File: src/rtl/tx_symbol_src.sv
// Test-symbol source for the SRRC TX filter. Produces a zero-stuffed, 4 samples/symbol
// stream: a delayed single impulse, a Gray-mapped 4-level PRBS, or a constant symbol.
module tx_symbol_src #(
    parameter int unsigned        IMP_DELAY = 8,
    parameter logic [21:0]        LFSR_SEED = 22'h3FFFFF,
    parameter logic signed [17:0] SYM_P3    = 18'sd98304,
    parameter logic signed [17:0] SYM_P1    = 18'sd32768,
    parameter logic signed [17:0] SYM_N1    = -18'sd32768,
    parameter logic signed [17:0] SYM_N3    = -18'sd98304
) (
    input  logic                     sys_clk,
    input  logic                     reset,
    input  logic                     sam_clk_en,
    input  logic                     sym_clk_en,
    input  logic [1:0]               mode,
    input  logic                     start,
    input  logic                     stop,
    output logic signed [17:0]       symbol_out,
    output logic                     sym_strobe,
    output logic                     busy,
    output logic                     done
);

    localparam int DATA_W = 18;
    localparam logic [7:0] DLY_LAST = 8'(IMP_DELAY - 1);

    typedef enum logic [1:0] {IDLE, DELAY, EMIT, RUN} state_t;

    state_t                    state, state_nx;
    logic [1:0]                mode_q, mode_nx;
    logic [7:0]                dly_cnt, dly_cnt_nx;
    logic [21:0]               lfsr, lfsr_nx;
    logic signed [DATA_W-1:0]  sym_nx;
    logic                      strobe_nx;
    logic                      done_nx;

    // x^22 + x^21 + 1, shifting left with feedback into bit 0
    function automatic logic [21:0] lfsr_step(input logic [21:0] v);
        return {v[20:0], v[21] ^ v[20]};
    endfunction

    function automatic logic signed [DATA_W-1:0] gray_map(input logic [1:0] b);
        case (b)
            2'b00:   return SYM_N3;
            2'b01:   return SYM_N1;
            2'b11:   return SYM_P1;
            default: return SYM_P3;
        endcase
    endfunction

    assign busy = (state != IDLE);

    always_comb begin
        state_nx   = state;
        mode_nx    = mode_q;
        dly_cnt_nx = dly_cnt;
        lfsr_nx    = lfsr;
        sym_nx     = symbol_out;
        strobe_nx  = 1'b0;
        done_nx    = 1'b0;

        // Every sample defaults to zero; only symbol positions in EMIT/RUN carry data.
        if (sam_clk_en)
            sym_nx = '0;

        if (stop) begin
            state_nx   = IDLE;
            dly_cnt_nx = '0;
        end else begin
            case (state)
                IDLE: begin
                    if (start) begin
                        mode_nx    = mode;
                        lfsr_nx    = LFSR_SEED;
                        dly_cnt_nx = '0;
                        case (mode)
                            2'b01:        state_nx = DELAY;
                            2'b10, 2'b11: state_nx = RUN;
                            default:      state_nx = IDLE;
                        endcase
                    end
                end
                DELAY: begin
                    if (sym_clk_en) begin
                        if (dly_cnt == DLY_LAST) begin
                            dly_cnt_nx = '0;
                            state_nx   = EMIT;
                        end else begin
                            dly_cnt_nx = dly_cnt + 8'd1;
                        end
                    end
                end
                EMIT: begin
                    if (sym_clk_en) begin
                        sym_nx    = SYM_P1;
                        strobe_nx = 1'b1;
                        done_nx   = 1'b1;
                        state_nx  = IDLE;
                    end
                end
                RUN: begin
                    if (sym_clk_en) begin
                        strobe_nx = 1'b1;
                        if (mode_q == 2'b10) begin
                            sym_nx  = gray_map(lfsr[1:0]);
                            lfsr_nx = lfsr_step(lfsr_step(lfsr));
                        end else begin
                            sym_nx  = SYM_P1;
                        end
                    end
                end
                default: state_nx = IDLE;
            endcase
        end
    end

    always_ff @(posedge sys_clk or posedge reset) begin
        if (reset) begin
            state      <= IDLE;
            mode_q     <= 2'b00;
            dly_cnt    <= '0;
            lfsr       <= LFSR_SEED;
            symbol_out <= '0;
            sym_strobe <= 1'b0;
            done       <= 1'b0;
        end else begin
            state      <= state_nx;
            mode_q     <= mode_nx;
            dly_cnt    <= dly_cnt_nx;
            lfsr       <= lfsr_nx;
            symbol_out <= sym_nx;
            sym_strobe <= strobe_nx;
            done       <= done_nx;
        end
    end

endmodule

File: config.mk
export PLATFORM = sky130hd
export DESIGN_NAME = tx_symbol_src
export DESIGN_NICKNAME = d
export VERILOG_FILES = /design/src/rtl/tx_symbol_src.sv
export SDC_FILE = /design/constraint.sdc
export NUM_CORES = 1
export LEC_CHECK = 0
export BUFFER_PORTS_ARGS = -buffer_cell sky130_fd_sc_hd__buf_2
export CAP_MARGIN = 30
export CORE_ASPECT_RATIO = 1.1
export CORE_MARGIN = 2
export CORE_UTILIZATION = 45
export CTS_CLUSTER_SIZE = 30
export DETAILED_ROUTE_END_ITERATION = 7
export MAX_ROUTING_LAYER = met4
export PLACE_DENSITY_LB_ADDON = 0.08
export RECOVER_POWER = 25
export SKIP_LAST_GASP = 1
export SYNTH_ARGS = -nofsm -noshare
export SYNTH_HDL_FRONTEND = slang
export SYNTH_SLANG_ARGS = --single-unit
File: constraint.sdc
create_clock -name sys_clk -period 5.1 [get_ports sys_clk]
set_input_delay 0.51 -clock sys_clk [delete_from_list [all_inputs] [get_ports sys_clk]]
set_output_delay 0.51 -clock sys_clk [all_outputs]
set_load 0.03 [all_outputs]
==> reports/results.tsv, run 1 <==
metric	value	unit
yosysSeqAreaShare	0.576	
tns	0	ps
htreeDepth	2	
track_usage	0.170	
status	finished with violations	
fill_cells	461	
synth_area_leader_cell	dfrtp_1	
wirelength	4300	um
start_util	0.472	
wl_per_cell	13.8	um
finalCritPeriodShare	0.545	
grt_pass1_vias	1572	
async_flop_share	1.00	
cts_tree	done	
grt_pass1_wl	7470	um
nets	268	
clockBufferDepth	2	
area_delta_synth_final	13.0	%
cts.sink_count	54	
critPathKind	input port to async pin	
regToRegEndpoint	dly_cnt[3]$_DFFE_PP0P_	
powerDensity	467	mW/mm2
total_leakage_power	1.36	nW
start_kind	input port	
io_pins	29	
syn_nets	240	
r2r-start	state[0]$_DFFE_PP0P_	
portBuffers	28	
min_period	2780	ps
cap_violations	1	
synth_area	0.00239	mm2
clock_latency	310	ps
vias	1634	
finalMaxSlewViolations	55	
fp.dieW	73.5	um
slew_headroom	-0.842	
overflow	0	
postSynthAreaPerCell	10.7	um2
grt_max_degree	55	
synth-seq-cells	54	
fp-row-count	27	
violations	max-capacitance violations, max-slew violations	
synth-edff-count	0	
cp_data_arrival_time	2620	ps
holdCritStartpoint	mode[0]	
r2r_cells	6	
hold_violations	0	
clockRootBuffer	clkbuf_8	
hold-path-cell-count	2	
worstPathRequired	4940	ps
antenna_found_initial	0	
skew	2.71	ps
cp_max_fo	54	
core_area	0.00507	mm2
hold_buffers	0	
hp-class	input port to flop	
multi_input_area	890	um2
rrSetupSlack	2980	ps
drive_gt1_frac	0.253	
cts.clk_slew.worst_paths	100	ps
grt_setup_unrepaired	no	
routabilityCongestion	0.804	
worstMarginPinSlew	2760	ps
yosys.cell_types.count	38	
fmax	360	MHz
syn-instance-count	224	
cts_buffers	5	
setup_viol	0	
yosys_warnings	0	
synth_common_cells	o21ai_0, dfrtp_1, inv_1	
cts_resized	0	
yosys-top-cells-area	dfrtp_1, dfstp_2, o21ai_0	
vdd_drop_max	199	uV
route.detailed.drc	0	
final-seq-area	0.00138	mm2
dieArea	0.00592	mm2
end_kind	async pin	
dp_hpwl	2960	um
drt_iter0_markers	57	
n_antenna_cell	0	
postCtsSetupBuffers	0	
antenna_left	0	
dr.pass1.iters	4	
dieHeight	80.5	um
synthFlopType	dfrtp_1	
holdPathEnd	mode_q[0]$_DFFE_PP0P_	
whs	451	ps
synthMostInstantiatedCell	o21ai_0	
vias_per_cell	5.25	
synth_top_area_share	0.335	
-- layout make-up --
| class | instances | area share |
|---|---|---|
| multi-input combinational | 136 | 0.329 |
| timing repair buffer | 30 | 0.0560 |
| sequential | 54 | 0.510 |
| inverter | 25 | 0.0347 |
| clock buffer | 5 | 0.0255 |
| clock inverter | 3 | 0.0176 |
| tap | 58 | 0.0269 |
-- how the worst max path moves through the flow --
stage	cells past startpoint	from	to
after floorplan	7	state[0]$_DFFE_PP0P_	dly_cnt[2]$_DFFE_PP0P_
after global placement	4	state[0]$_DFFE_PP0P_	symbol_out[16]$_DFF_PP0_
after detailed placement	4	state[0]$_DFFE_PP0P_	symbol_out[16]$_DFF_PP0_
after CTS	4	state[0]$_DFFE_PP0P_	symbol_out[17]$_DFF_PP0_
after global routing	3	reset	mode_q[0]$_DFFE_PP0P_
final	3	reset	done$_DFF_PP0_
-- state kept, by name, indices dropped and copies added (netlist names) --
register and cells:
mode_q 2, symbol_out 18, state 2, sym_strobe 1, lfsr 22, dly_cnt 8, done 1
-- routing by layer --
metal / vias to the layer above / track usage / part of all wire
li1: 814 / - / -
met1: 800 / 0.233 / 0.48
met2: 17 / 0.255 / 0.49
met3: 3 / 0.0414 / 0.025
met4: 0 / 0.0382 / 0.0088
met5: - / - / 0
-- cell families (layout without fill, tap and decap cells) --
| kind of cell | after synthesis | in the layout | synth area share |
|---|---|---|---|
| compound gates | 67 | 67 | 0.172 |
| simple gates | 55 | 55 | 0.130 |
| flops | 54 | 54 | 0.576 |
| buf+inv | 34 | 63 | 0.0549 |
| fa+ha+maj | 8 | 8 | 0.0418 |
| mux | 4 | 4 | 0.0178 |
| xor+xnor | 2 | 2 | 0.00732 |
-- worst max-delay path, cell delays in order --
cell	delay (ps)
buf_2	90
inv_1	40
clkbuf_1	1950
-- metrics by stage --
stage          instance area, um2  cells   util  worst slack [ps]  power (mW)
4_1_cts                      2710    311  0.534              2950        1.29
5_1_grt                      2700    311  0.533              1690        1.37
2_1_floorplan                2390    224      -              3300       0.893
3_3_place_gp                 2590    303  0.511              3040       0.976
6_report                     2700    311  0.533              2320        1.26
3_5_place_dp                 2590    303  0.511              2970       0.984
-- report_power, final --
part / internal (mW) / total [mW] / switching [mW]
Sequential: 0.567 / 0.617 / 0.0501
Clock: 0.150 / 0.295 / 0.145
Combinational: 0.135 / 0.351 / 0.216
Total: 0.852 / 1.26 / 0.411
-- cell usage in the layout, fill, tap and decap left out, types with 2 or more instances in the layout --
master    Yosys  layout
mux2_2        2       2
dfstp_2      22      22
clkbuf_8      0       5
o31ai_1       3       3
nor3_1        3       3
nor2b_1       2       2
a21o_1        3       3
and2_1       16      16
nand2b_1      2       2
inv_1        25      25
xnor2_1       2       2
buf_2         3      28
inv_6         0       2
a22o_1        2       2
dfrtp_1      32      32
o21ai_0      41      41
mux2i_1       2       2
nand3_1       3       3
a21oi_1       2       2
a31oi_1       8       8
and3_1        4       4
nand2_1       4       4
nor2_1       13      13
ha_1          8       8
nand3b_1      2       2
Note: power is estimated with default switching activity, not from simulation.
==> run 2: changes to the inputs <==
--- a/config.mk
+++ b/config.mk
@@ -5,6 +5,7 @@
 export SDC_FILE = /design/constraint.sdc
 export NUM_CORES = 1
 export LEC_CHECK = 0
+export ABC_AREA = 1
 export BUFFER_PORTS_ARGS = -buffer_cell sky130_fd_sc_hd__buf_2
 export CAP_MARGIN = 30
 export CORE_ASPECT_RATIO = 1.1
==> constraint.sdc (replaced) <==
create_clock -name sys_clk -period 2.5 [get_ports sys_clk]
set_input_delay 0.25 -clock sys_clk [delete_from_list [all_inputs] [get_ports sys_clk]]
set_output_delay 0.25 -clock sys_clk [all_outputs]
set_load 0.03 [all_outputs]
==> run 2 against run 1 <==
Against the previous run:
- the flow now finishes without violations
- area after synthesis rose by 7.9%
- die area rose by 7.5%
- critical path type unchanged
- largest power group unchanged
- combinational power rose by 130%
- via count rose by 15%
==> reports/results.tsv, run 2 <==
metric	value	unit	change
status	finished clean		
min_period	1920	ps	
holdCritStartpoint	sam_clk_en		
holdPathEnd	symbol_out[15]$_DFF_PP0_		
hold-path-cell-count	4		+2
cts_tree	done		
met2WireLength	2160	um	+3.4%
r2r-start	state[0]$_DFFE_PP0P_		
grt_setup_unrepaired	no		
cts.sink_count	54		unchanged
slew_headroom	0.285		+1.13
yosysSeqAreaShare	0.534		-0.0424
final_common_cell	nand2_1		
finalCritPeriodShare	0.767		
vias_per_cell	4.72		-10%
dp_hpwl	3270	um	+11%
finalMaxSlewViolations	0		-100%
postSynthAreaPerCell	8.94	um2	-16%
hp-class	input port to flop		
fp.dieW	76.2	um	+3.7%
end_kind	async pin		
crit_buf_inv	4		+1
synth_area_leader_cell	dfrtp_1		
dr_wl_met3	147	um	+36%
track_usage	0.162		-0.00778
drt_iter0_markers	96		+68%
rrSetupSlack	640	ps	-2340 ps
cts_buffers	5		unchanged
largestRegisters	lfsr x22, symbol_out x18, dly_cnt x8		
start_kind	input port		
max_stage_delay	860	ps	-1090 ps
wl_met1	2140	um	+3.5%
instances_no_fill	397		+28%
dp.cells	388		+28%
cp_cell_sequence	dlygate4sd3_1, buf_2, inv_1, clkbuf_1		
critPathTopFamily	buffers and inverters		
wl_per_cell	11.5	um	-17%
routabilityCongestion	0.848		+5.4%
synthMostInstantiatedCell	nand2_1		
synth_top_family_by_area	simple AND/OR/NAND/NOR gates		
powerDensity	927	mW/mm2	+98%
fill_cells	559		+21%
cp_slowest_cell	clkbuf_1		
clockRootBuffer	clkbuf_8		
clock_latency	310	ps	about the same
cp-startpoint	reset		
htreeDepth	2		unchanged
synth_area	0.00258	mm2	+7.9%
largest_reg_flops	22		unchanged
total_leakage_power	1.43	nW	+5.0%
n_antenna_cell	0		unchanged
dr.pass1.iters	4		unchanged
dieArea	0.00636	mm2	+7.5%
synthFlopType	dfrtp_1		
synth-seq-cells	54		unchanged
yosys_warnings	0		unchanged
synthSimpleGateAreaFrac	0.227		+0.0970
setup_viol	0		unchanged
clockBufferDepth	2		unchanged
hold_violations	0		unchanged
synth_top_area_share	0.310		-0.0247
synth_common_cells	nand2_1, nor2_1, inv_1		
cp_data_arrival_time	2200	ps	-420 ps
critPathKind	input port to async pin		
vdd_drop_max	441	uV	+120%
wirelength	4560	um	+6.0%
highest_layer	met4		
skew	9.60	ps	+6.89 ps
syn-instance-count	289		+29%
regToRegEndpoint	symbol_out[4]$_DFF_PP0_		
grt_max_degree	25		-55%
start_util	0.473		about the same
area_delta_synth_final	11.8	%	
grt_pass1_vias	1801		+15%
top_register	lfsr		
io_pins	29		unchanged
vias	1874		+15%
syn_nets	305		+27%
drive_gt1_frac	0.283		+0.0296
cts.clk_slew.worst_paths	100	ps	about the same
grt_pass1_wl	8180	um	+9.6%
portBuffers	28		unchanged
dieHeight	83.5	um	+3.7%
fmax	522	MHz	
fp-row-count	28		+3.7%
synth-edff-count	0		unchanged
yosys-top-cells-area	dfrtp_1, dfstp_2, nand2_1		
cp_max_fo	21		-61%
postCtsSetupBuffers	0		unchanged
synth-adder-area-share	0.0388		-0.00308
synth_xor_area_frac	0		-0.00732
r2r_cells	6		unchanged
nets	337		+26%
worstMarginPinSlew	1070	ps	-1690 ps
antenna_found_initial	0		unchanged
yosys.cell_types.count	28		-26%
tns	0	ps	unchanged
synthMuxAreaShare	0		-0.0178
synth-compound-area-share	0.113		-0.0587
worstPathRequired	2790	ps	-2150 ps
cts_resized	0		unchanged
antenna_left	0		unchanged
route.detailed.drc	0		unchanged
overflow	0		unchanged
async_flop_share	1.00		unchanged
layout_common_cells	nand2_1, nor2_1, inv_1		
cap_violations	0		-1
core_area	0.00547	mm2	+7.9%
[run 2: cell families (layout without fill, tap and decap cells)]
group | after synthesis | count (layout)
compound gates | 41 | 41
fa+ha+maj | 8 | 8
simple gates | 137 | 137
buf+inv | 49 | 82
flops | 54 | 54
[run 2: report_power, final]
part	total, mW	internal [mW]	switching, mW	leakage (nW)
logic	0.809	0.296	0.513	0.715
registers	1.36	1.23	0.134	0.673
clock network	0.504	0.201	0.303	0.0408
total	2.68	1.73	0.950	1.43
[run 2: repair_timing]
item / in CTS / in global routing
hold endpoints to repair: 4 / 0
setup endpoints to repair: 0 / 0
hold buffers: 1 / 0
[run 2: layer usage]
metal | global-route usage | up-vias
li1 | - | 956
met1 | 0.205 | 869
met5 | - | -
met4 | 0.0661 | 0
met2 | 0.257 | 40
met3 | 0.0303 | 9
[run 2: worst min-delay path, stage by stage]
cell     delay [ps]
buf_2            80
inv_1            60
nand2_1          60
nand2_1          50
[run 2: area by class of cell]
cell class / count / area, um2 / area share
flip-flops and latches: 54 / 1380 / 0.478
well taps: 75 / 93.8 / 0.0325
clock buffers: 5 / 68.8 / 0.0238
clock inverters: 3 / 23.8 / 0.00824
multi-input cells: 186 / 978 / 0.339
inverters: 42 / 165 / 0.0572
repair buffers: 32 / 178 / 0.0616
[run 2: per-stage QoR]
stage	util	total power, mW	area [um2]	setup WS, ps	hold slack, ps
2_1_floorplan	-	2.03	2580	939	396
5_1_grt	0.528	2.89	2890	233	233
3_3_place_gp	0.511	2.19	2790	698	240
4_1_cts	0.530	2.72	2890	602	202
6_report	0.528	2.68	2890	583	212
3_5_place_dp	0.511	2.20	2790	636	239
[run 2: worst max path at each step]
stage | cells past startpoint | end | slack, ps
after global routing | 4 | mode_q[0]$_DFFE_PP0P_ | 230
after CTS | 6 | symbol_out[4]$_DFF_PP0_ | 600
after detailed placement | 6 | symbol_out[4]$_DFF_PP0_ | 640
final | 4 | symbol_out[2]$_DFF_PP0_ | 580
after floorplan | 9 | lfsr[10]$_DFFE_PP1P_ | 940
after global placement | 6 | symbol_out[12]$_DFF_PP0_ | 700
==> run 3: changes to the inputs <==
==> constraint.sdc (replaced) <==
create_clock -name sys_clk -period 1.6 [get_ports sys_clk]
set_input_delay 0.16 -clock sys_clk [delete_from_list [all_inputs] [get_ports sys_clk]]
set_output_delay 0.16 -clock sys_clk [all_outputs]
set_load 0.03 [all_outputs]
==> run 3 against run 2 <==
Against the previous run:
- worst setup slack lost 510 ps
- routed wire length up 5.0%
- global-route usage shrank 0.11 points
- cell count grew 2.3%
- worst hold slack got worse by 73 ps
- count of clock-buffer cells in the layout increased by 1
- clock power rose by 49%
- combinational power rose by 76%
- critical endpoint is now lfsr[14]$_DFFE_PP1P_
- largest cell class unchanged
==> reports/results.tsv, run 3 (synthesis results as in run 2) <==
metric	value	unit	change
slew_headroom	0.519		+0.235
cts_tree	done		
clockBufferDepth	2		unchanged
worstPathRequired	1840	ps	-950 ps
routabilityCongestion	0.834		-1.6%
r2r_cells	9		+3
rrSetupSlack	80	ps	-560 ps
r2r-start	state[0]$_DFFE_PP0P_		
hold_violations	0		unchanged
setup_viol	0		unchanged
largest_reg_flops	22		unchanged
wl_per_cell	11.8	um	+2.7%
grt_setup_unrepaired	yes		
layout_common_cells	nand2_1, nor2_1, inv_1		
cp_data_arrival_time	1770	ps	-430 ps
antenna_left	0		unchanged
holdCritStartpoint	sam_clk_en		
core_area	0.00547	mm2	unchanged
hp-class	input port to flop		
dieArea	0.00636	mm2	unchanged
portBuffers	28		unchanged
grt_pass1_vias	1874		+4.1%
grt_pass1_wl	8200	um	+0.17%
finalMaxSlewViolations	0		unchanged
vias_per_cell	4.67		-1.0%
dr.pass1.iters	4		unchanged
largestRegisters	lfsr x22, symbol_out x18, dly_cnt x8		
vdd_drop_max	735	uV	+67%
hold-path-cell-count	4		unchanged
area_delta_synth_final	16.3	%	
cp_max_fo	24		+14%
clockRootBuffer	clkbuf_8		
cap_violations	0		unchanged
dieHeight	83.5	um	unchanged
antenna_found_initial	0		unchanged
final_common_cell	nand2_1		
powerDensity	1440	mW/mm2	+55%
clock_latency	300	ps	about the same
cts_buffers	5		unchanged
vias	1897		+1.2%
cp-startpoint	state[0]$_DFFE_PP0P_		
wirelength	4780	um	+5.0%
drt_iter0_markers	121		+26%
worstMarginPinSlew	721	ps	-352 ps
grt_max_degree	55		+120%
fmax	656	MHz	
start_kind	flop		
min_period	1520	ps	
finalCritPeriodShare	0.952		
n_antenna_cell	0		unchanged
fp-row-count	28		unchanged
regToRegEndpoint	lfsr[14]$_DFFE_PP1P_		
nets	346		+2.7%
start_util	0.473		unchanged
cts.clk_slew.worst_paths	100	ps	about the same
dp_hpwl	3290	um	+0.64%
fp.dieW	76.2	um	unchanged
status	finished clean		
route.detailed.drc	0		unchanged
cts.sink_count	54		unchanged
skew	4.73	ps	-4.87 ps
drive_gt1_frac	0.323		+0.0407
holdPathEnd	symbol_out[15]$_DFF_PP0_		
post-route-util	0.549		+0.0213
htreeDepth	2		unchanged
io_pins	29		unchanged
track_usage	0.161		-0.00110
overflow	0		unchanged
critPathKind	flop to flop		
power	4.31	mW	+61%
top_register	lfsr		
end_kind	flop		
total_leakage_power	1.50	nW	+4.9%
[run 3: cell count changes in the layout (fill, tap and decap cells not counted), moves of 2 or more]
cell,change
clkinvlp_4,-2
buf_6,+2
o21ai_0,-4
nand2_1,-2
inv_2,+2
o21ai_1,+3
inv_1,-3
buf_4,+6
[run 3: how the worst max path moves through the flow]
stage                                       to  slack [ps]  depth (start not counted)
after floorplan           lfsr[10]$_DFFE_PP1P_          40                          9
after global placement    state[0]$_DFFE_PP0P_          60                          9
after detailed placement  state[1]$_DFFE_PP0P_          10                         10
after global routing       lfsr[5]$_DFFE_PP1P_         -40                          9
after CTS                 state[1]$_DFFE_PP0P_          50                         10
final                     lfsr[14]$_DFFE_PP1P_          80                          9
[run 3: critical path, stage by stage, from the launching register on]
cell,delay (ps)
dfrtp_1,430
inv_1,100
ha_2,220
inv_2,70
nand3_1,80
nand2_2,70
o21ai_4,120
buf_12,220
nand2_1,90
o21ai_2,60
[run 3: what timing repair did]
| item | CTS | global route |
|---|---|---|
| hold buffers | 1 | 0 |
| resized for setup | 1 | 14 |
| pin swaps | 0 | 2 |
| setup endpoints to repair | 1 | 29 |
| buffers inserted | 0 | 3 |
| endpoints found under the hold margin | 32 | 0 |
| cloned | 0 | 1 |
[run 3: routing by layer]
layer,part of all wire,GRT usage,routed length (um),up-vias
met4,0.015,0.0545,71,0
met3,0.027,0.0314,129,7
li1,-,-,-,980
met1,0.47,0.190,2260,882
met5,0,-,0,-
met2,0.49,0.275,2330,28
[run 3: cell type report]
cell class,count,area (um2)
tap,75,93.8
clock buffer,6,72.6
fill,534,2460
multi-input combinational,187,1010
clock inverter,2,13.8
inverter,42,165
timing repair buffer,40,264
sequential,54,1380
[run 3: metrics by stage]
stage / cells / worst slack (ps) / TNS (ps) / cell area, um2 / hold slack [ps]
final: 406 / 76.5 / 0 / 3000 / 140
after global routing: 406 / -44.4 / -438 / 3000 / 169
after CTS: 402 / 45.8 / 0 / 2950 / 125
after detailed placement: 393 / 13.5 / 0 / 2850 / 238
after global placement: 393 / 56.2 / 0 / 2850 / 239
after floorplan: 289 / 39.5 / 0 / 2580 / 306
[run 3: report_power, final]
| part | internal [mW] | switching (mW) | leakage, nW |
|---|---|---|---|
| clock network | 0.310 | 0.439 | 0.0452 |
| logic | 0.561 | 0.864 | 0.781 |
| registers | 1.92 | 0.216 | 0.673 |
